## config.mk

```make
export PLATFORM = sky130hd
export DESIGN_NAME = dmem_arbiter
export DESIGN_NICKNAME = d
export VERILOG_FILES = /design/src/rtl/dmem_arbiter.sv
export SDC_FILE = /design/constraint.sdc
export NUM_CORES = 1
export LEC_CHECK = 0
export ABC_CLOCK_PERIOD_IN_PS = 2500
export CAP_MARGIN = 10
export CELL_PAD_IN_SITES_DETAIL_PLACEMENT = 1
export CELL_PAD_IN_SITES_GLOBAL_PLACEMENT = 1
export CORE_UTILIZATION = 21
export CTS_CLUSTER_SIZE = 24
export DETAILED_ROUTE_END_ITERATION = 6
export PLACE_DENSITY = 0.9
export SYNTH_ARGS = -nofsm -noshare
export SYNTH_HDL_FRONTEND = slang
export SYNTH_SLANG_ARGS = --single-unit
```

## constraint.sdc

```tcl
create_clock -name clk -period 2.5 [get_ports clk]
set_input_delay 0.25 -clock clk [delete_from_list [all_inputs] [get_ports clk]]
set_output_delay 0.25 -clock clk [all_outputs]
set_load 0.005 [all_outputs]
```

## src/rtl/dmem_arbiter.sv

```systemverilog
// dmem_arbiter: shares a single-port data memory between the CPU memory stage and one external master,
// with a starvation counter that forces a one-cycle grant to the external port.
module dmem_arbiter #(
  parameter int STARVE_LIMIT = 8,
  parameter int CNT_W = 8
) (
  input  logic        clk,
  input  logic        rst,
  input  logic        cpu_req,
  input  logic        cpu_we,
  input  logic [31:0] cpu_addr,
  input  logic [31:0] cpu_wdata,
  output logic [31:0] cpu_rdata,
  output logic        cpu_stall,
  input  logic        ext_req,
  input  logic        ext_we,
  input  logic [31:0] ext_addr,
  input  logic [31:0] ext_wdata,
  output logic        ext_gnt,
  output logic        ext_rvalid,
  output logic [31:0] ext_rdata,
  output logic        mem_we,
  output logic [31:0] mem_a,
  output logic [31:0] mem_wd,
  input  logic [31:0] mem_rd
);
  typedef enum logic {S_NORMAL, S_FORCE} state_t;
  state_t           r_state;
  logic [CNT_W-1:0] r_wait_cnt;
  logic             w_force, w_ext_own, w_hit;
  assign w_force = r_state == S_FORCE;
  // Outputs are gated by rst so an asserted reset takes effect without waiting for an edge.
  assign w_ext_own = rst && ext_req && (w_force || !cpu_req);
  assign w_hit = ext_req && !w_ext_own && r_wait_cnt == CNT_W'(STARVE_LIMIT - 1);
  assign ext_gnt = w_ext_own;
  assign cpu_stall = rst && w_force && ext_req && cpu_req;
  assign mem_a = w_ext_own ? ext_addr : cpu_addr;
  assign mem_wd = w_ext_own ? ext_wdata : cpu_wdata;
  assign mem_we = rst && (w_ext_own ? ext_we : cpu_we && cpu_req);
  assign cpu_rdata = mem_rd;
  always_ff @(posedge clk or negedge rst) begin
    if (!rst) begin
      r_state <= S_NORMAL;
      r_wait_cnt <= '0;
      ext_rvalid <= 1'b0;
      ext_rdata <= '0;
    end else begin
      r_state <= w_hit ? S_FORCE : S_NORMAL;
      r_wait_cnt <= (!ext_req || w_ext_own || w_hit) ? '0 : r_wait_cnt + 1'b1;
      ext_rvalid <= w_ext_own && !ext_we;
      if (w_ext_own && !ext_we) ext_rdata <= mem_rd;
    end
  end
endmodule

```

[After elaboration in Yosys (flattened, before gate mapping)]
Cells that the tools add are included.
Cells by class
  $add $sub $neg: 1
  equal/unequal tests: 1
  reductions and logical operators: 17
  muxes and demuxes: 5
Operators by type and width (number)
  32-bit 2-to-1 mux: 2
  1-bit logical AND: 10
  8-bit by 1-bit adder with 8-bit output, second input constant: 1
  8-bit by 3-bit equality test with 1-bit output, second input constant: 1
  8-bit 2-to-1 mux: 1
  1-bit logical NOT: 4
  1-bit logical OR: 3
  1-bit 2-to-1 mux: 2
Storage, ports and cells
  word-level logic and storage cells: 28
  flip-flop bits (word level): 42
  input port bits: 166
  output and inout port bits: 132

[Depth between registers and ports, before layout]
Gate-level depths: netlist (run 1).
  depth after elaboration: 8
  gate-level depth with buffers: 5
  mapped depth without buffers: 4

[Worst setup path after synthesis (run 1)]
No wires, ideal clock.
  kind: register to output
  start: register r_state
  end: output mem_wd[22]
  arrival time: 1213 ps
  setup slack: 1037 ps
  stages on the path, launching flop included: 6
  data required time: 2250 ps
  path buffers: 2
  cell sequence: dfrtp_1 > nor2b_4 > nor2_1 > buf_6 > buf_6 > mux2_2
On the way
  longest elaborated chain between the ends: 3
RTL lines
  from (decl): RTL line 28  | state_t r_state;
  from (signal assigned): RTL line 48  | r_state <= w_hit ? S_FORCE : S_NORMAL;
  1-bit logical OR: RTL line 33  | assign w_ext_own = rst && ext_req && (w_force || !cpu_req);
  1-bit logical AND: RTL line 33
  net ext_gnt: RTL line 19  | output logic ext_gnt,
  32-bit 2-to-1 mux: RTL line 38  | assign mem_wd = w_ext_own ? ext_wdata : cpu_wdata;
  to (decl): RTL line 24  | output logic [31:0] mem_wd,
The timed path passes the listed nets, and every way through them passes these cells.

[Worst setup path after layout (run 1)]
  start: input ext_req
  end: output mem_wd[16]
On the way
  longest elaborated chain between the ends: 3
RTL lines
  from (decl): RTL line 15  | input logic ext_req,
  1-bit logical AND (2 in series): RTL line 33
  32-bit 2-to-1 mux: RTL line 38
No other way between the ends.

==> flow_summary.ini, run 1 <==
[timing]
setup_viol = 0
fin_crit_ns = 2.43
rsz0062_at_grt = false
fin_ws_ns = 0.0658
fin_skew_ns = 0.00777
hold-worst-slack_ns = 0.0850
tightest_slew_ns = 0.692
min_period_over_period = 0.974
clock.fmax_mhz = 411
slew_violations = 0
hold_viol_final = 0
slew-limit-headroom = 0.536

[floorplanning]
die_x_um = 116
floorplan.die.height_um = 116
coreArea_sq_mm = 0.0127
dieArea_sq_mm = 0.0135
rows = 41
ioPinCount = 298
floorplan.initialDensity = 0.216

[worst_setup_path]
r2r_cells = 3
reg2reg_to = r_wait_cnt[3]
start_kind = primary input
crit_path_end = mem_wd[16]
r2r-start = r_wait_cnt[4]
crit_arrival_ns = 2.18
crit_type = primary input to output port
crit_fanout = 25
startpoint = ext_req
regToRegSetupSlack_ns = 0.98
endpoint_kind = output port
required_ns = 2.25

[routing]
routed-wl-met2_mm = 7.72
postRouteAntennaNets = 0
top_layer = met4
via_per_inst = 4.23
vias = 2818
wirelength_mm = 13.8
drt-met1-wl_mm = 4.69
wl_met3_mm = 1.20
route.detailed.drc = 0
first_iter_violations = 75
wire_per_inst_um = 20.8
dr.pass1.iters = 5

[clock_tree]
htreeDepth = 2
clk_latency_ns = 0.28
clockRootBuffer = clkbuf_16
path_clk_slew_ns = 0.06
numClockSinks = 42
cts_tree = yes
clock_tree.buffer_depth = 2
cts_buffers = 5
postCtsHoldBufs = 0

[min_path]
min_path_type = primary input to asynchronous set/reset pin

[grt]
grt_antenna_before_repair = 0
globalRouteTotalUtil = 0.190
grt_pass1_vias = 2988
grt_pass1_wl_mm = 18.5
grt_max_degree = 45
grt-ovfl-total = 0

[finish]
antenna_cells = 0
layout_commonest_cell = clkdlybuf4s50_1
postLayoutCoreUtil = 0.464
area_growth_pct = 115
final_cell_mix = clkdlybuf4s50_1 (296), mux2_2 (94), dfrtp_1 (42), buf_4 (9), clkbuf_16 (6)
fin_nets = 660
drive_gt1_frac = 0.247

[synthesis]
yosysSeqAreaShare = 0.385
synthesis.area_sq_mm = 0.00273
syn-instance-count = 218
synth_cell_types = 26
syn_avg_cell_area_sq_um = 12.5
syn-num-nets = 385
ys_seq_elements = 42
ys_warn_count = 0

[placed_design]
portBuffers = 297
gp_congestion = 0.855
hpwl_mm = 11.8
pre_cts_ws_ns = -0.0200

[run]
maxCapViolCount = 0

[outcome]
status = finished clean

[pwr]
ir_drop_uv = 276
power_density_mw_per_mm2 = 435
leakagePower_nw = 2.26
-- cells in the mapped netlist --
cell,count,area share
or4_4,1,0.0041
inv_1,1,0.0014
buf_2,1,0.0018
o21ai_1,1,0.0018
nand2_1,4,0.0055
nor3b_1,1,0.0027
buf_6,9,0.037
buf_4,32,0.088
xnor2_1,1,0.0032
mux2_2,94,0.39
o21ai_0,4,0.0073
nor2b_2,1,0.0032
nor2b_4,1,0.0050
or3_1,3,0.0069
nand3_1,4,0.0073
nor2_1,4,0.0055
xor2_1,2,0.0064
ha_1,1,0.0046
nor3_1,2,0.0037
dfrtp_1,42,0.38
a21oi_1,1,0.0018
a211oi_1,2,0.0055
nor2b_1,1,0.0023
mux2_1,2,0.0082
nand4_1,1,0.0023
nor3_4,2,0.012
-- critical path, cell delays in order --
cell	delay, ns
clkdlybuf4s50_1	0.47
nand2_1	0.12
nor2_4	0.17
buf_12	0.16
buf_16	0.18
mux2_2	0.37
clkdlybuf4s50_1	0.46
-- registers in the layout, indices dropped and copies added (netlist names) --
signal,count
r_wait_cnt,8
r_state,1
ext_rvalid,1
ext_rdata,32
-- final cells by class --
type                    count  area (sq um)
clock buffers               6           139
fillers                  1341          6790
multi-input cells         133          1340
well taps                 172           215
repair buffers            310          3120
inverters                   1          3.75
clock inverters             2          12.5
flip-flops and latches     42          1050
-- how the worst min path moves through the flow --
stage	startpoint	end	slack (ns)	depth (start not counted)
floorplan	rst	ext_rdata[0]	-0.05	0
global placement	rst	ext_rdata[5]	0.39	2
detailed placement	rst	ext_rdata[1]	0.42	2
CTS	rst	ext_rdata[1]	0.12	2
global route	rst	ext_rdata[23]	0.14	2
finish	rst	ext_rdata[0]	0.09	2
-- power breakdown --
| part | switching [mW] | total (mW) | internal, mW |
|---|---|---|---|
| Sequential | 0.0584 | 0.856 | 0.797 |
| Clock | 0.266 | 0.662 | 0.395 |
| Combinational | 0.292 | 1.04 | 0.748 |
-- layer usage --
metal | up-vias | GRT usage
li1 | 1299 | -
met1 | 1364 | 0.191
met2 | 135 | 0.377
met3 | 20 | 0.0633
met4 | 0 | 0.0376
met5 | - | 0
-- repair_timing --
item | in CTS | in global routing
buffers inserted | 0 | 1
resized for setup | 1 | 1
gates cloned | 0 | 1
pin swaps | 0 | 1
endpoints found under the setup margin | 2 | 32
-- cells by family (layout without fill, tap and decap cells) --
logic type | Yosys count | count (layout) | synth area share
flip-flops | 42 | 42 | 0.385
AND/OR/NAND/NOR | 25 | 25 | 0.0605
buffers and inverters | 43 | 319 | 0.128
multiplexers | 96 | 96 | 0.396
XOR/XNOR | 3 | 3 | 0.00962
AO/OA/AOI/OAI | 8 | 8 | 0.0165
adder cells (fa/ha/maj) | 1 | 1 | 0.00458
-- stage by stage --
stage / power (mW) / area (sq um) / setup TNS, ns / cells
finish: 2.56 / 5880 / 0 / 666
global route: 2.69 / 5880 / 0 / 666
CTS: 2.59 / 5840 / 0 / 664
detailed placement: 1.91 / 5680 / -0.0265 / 656
global placement: 1.88 / 5680 / 0 / 656
floorplan: 1.15 / 2730 / 0 / 218
(Power assumes the default switching activity.)
==> run 2, diff against run 1 <==
--- a/config.mk
+++ b/config.mk
@@ -9,6 +9,8 @@
 export CAP_MARGIN = 10
 export CELL_PAD_IN_SITES_DETAIL_PLACEMENT = 1
 export CELL_PAD_IN_SITES_GLOBAL_PLACEMENT = 1
+export CORE_ASPECT_RATIO = 0.5
+export CORE_MARGIN = 3
 export CORE_UTILIZATION = 21
 export CTS_CLUSTER_SIZE = 24
 export DETAILED_ROUTE_END_ITERATION = 6
==> run 2 against run 1 <==
Utilization rose by 0.73 points. Final cell count down 2.0%. Global-route usage shrank 0.21 points. Non-clock buffer count decreased by 7. Sequential share of layout area increased by 0.31 points. Register-to-register slack got worse by 0.11 ns. Power increased by 0.31%. Sequential power increased by 1%. First-iteration DRC count rose by 35%. Critical path depth decreased by 1. Final area shrank 1.7%. Hold slack improved by 0.012 ns. Critical path type unchanged. Highest routed layer is now met5.
==> flow_summary.ini, run 2 (synthesis gave the netlist of run 1 again) <==
[pwr]
power_density_mw_per_mm2 = 444
ir_drop_uv = 256
total_power_mw = 2.57
leakagePower_nw = 2.21

[routing]
postRouteAntennaNets = 0
via_per_inst = 4.18
wirelength_mm = 14.6
wire_per_inst_um = 22.4
dr.pass1.iters = 4
route.detailed.drc = 0
first_iter_violations = 101
vias = 2729

[placed_design]
pre_cts_ws_ns = 0.0817
gp_congestion = 0.800
hpwl_mm = 12.6
place_inst = 644
placed_cell_area_sq_mm = 0.00562
portBuffers = 297

[floorplanning]
ioPinCount = 298
dieArea_sq_mm = 0.0145
coreArea_sq_mm = 0.0123
floorplan.die.height_um = 86.6
floorplan.initialDensity = 0.223
die_x_um = 167
rows = 28

[timing]
setup_viol = 0
fin_skew_ns = 0.00380
fin_crit_ns = 2.41
fin_ws_ns = 0.0939
min_period_over_period = 0.962
hold-worst-slack_ns = 0.0971
clock.fmax_mhz = 416
tns_ns = 0
tightest_slew_ns = 0.720
hold_viol_final = 0
slew-limit-headroom = 0.516
slew_violations = 0
rsz0062_at_grt = false

[grt]
grt_pass1_wl_mm = 20.3
grt_max_degree = 44
globalRouteTotalUtil = 0.188
grt_antenna_before_repair = 2
grt_pass1_vias = 3040
grt-ovfl-total = 0

[clock_tree]
postCtsHoldBufs = 0
cts_buffers = 5
path_clk_slew_ns = 0.06
clockRootBuffer = clkbuf_16
cts_resized = 0
cts_tree = yes
numClockSinks = 42
htreeDepth = 2
postCtsSetupRepairBufs = 0
clk_latency_ns = 0.29
clock_tree.buffer_depth = 2

[finish]
instances_no_fill = 653
fin_nets = 653
area_growth_pct = 112
layout_commonest_cell = clkdlybuf4s50_1
largest_reg_flops = 32
final_cell_mix = clkdlybuf4s50_1 (296), mux2_2 (94), dfrtp_1 (42), clkbuf_16 (5), buf_4 (5)
drive_gt1_frac = 0.236
postLayoutCoreUtil = 0.471
largestRegisters = ext_rdata (32), r_wait_cnt (8)
top_register = ext_rdata
final_design_area_no_fill_sq_mm = 0.00578

[worst_setup_path]
required_ns = 2.25
crit_type = primary input to output port
crit_fanout = 41
crit_arrival_ns = 2.16
start_kind = primary input
regToRegSetupSlack_ns = 0.87
endpoint_kind = output port

[min_path]
min_path_type = primary input to asynchronous set/reset pin

[run]
maxCapViolCount = 0

[outcome]
status = finished clean
[run 2: cell types whose count changed in the layout (fill, tap and decap cells not counted)]
cell | before | now
buf_4 | 9 | 5
diode_2 | 0 | 1
clkbuf_16 | 6 | 5
buf_16 | 1 | 0
buf_6 | 1 | 0
[run 2: routing by layer]
metal / global-route usage / wire (um) / vias to the layer above
li1: - / - / 1284
met1: 0.221 / 5690 / 1350
met2: 0.357 / 8030 / 78
met3: 0.0487 / 746 / 15
met4: 0.0275 / 137 / 2
met5: 0 / 11 / -
[run 2: worst max-delay path, cell delays in order]
cell,delay [ns]
clkdlybuf4s50_1,0.45
nor2b_4,0.17
nor2_4,0.17
buf_12,0.25
mux2_2,0.38
clkdlybuf4s50_1,0.47
[run 2: worst paths after layout]
path,from,to,cells after the start
max,cpu_req,mem_wd[22],6
max reg2reg,r_state,ext_rdata[23],4
min,rst,r_wait_cnt[4],2
min reg2reg,r_wait_cnt[0],r_wait_cnt[0],1
min in group clk,r_wait_cnt[0],r_wait_cnt[0],1
max in group asynchronous,rst,ext_rdata[7],2
[run 2: final cells by class]
type / instances / area (sq um)
diodes: 1 / 2.50
clock inverters: 2 / 12.5
fillers: 1329 / 6480
flip-flops and latches: 42 / 1050
inverters: 1 / 3.75
repair buffers: 303 / 3030
clock buffers: 6 / 139
well taps: 165 / 206
multi-input cells: 133 / 1340
[run 2: report_power, final]
part,internal [mW],total (mW),leakage (nW),switching (mW)
logic,0.738,1.03,1.62,0.297
registers,0.797,0.865,0.522,0.0671
clock network,0.396,0.666,0.0729,0.271
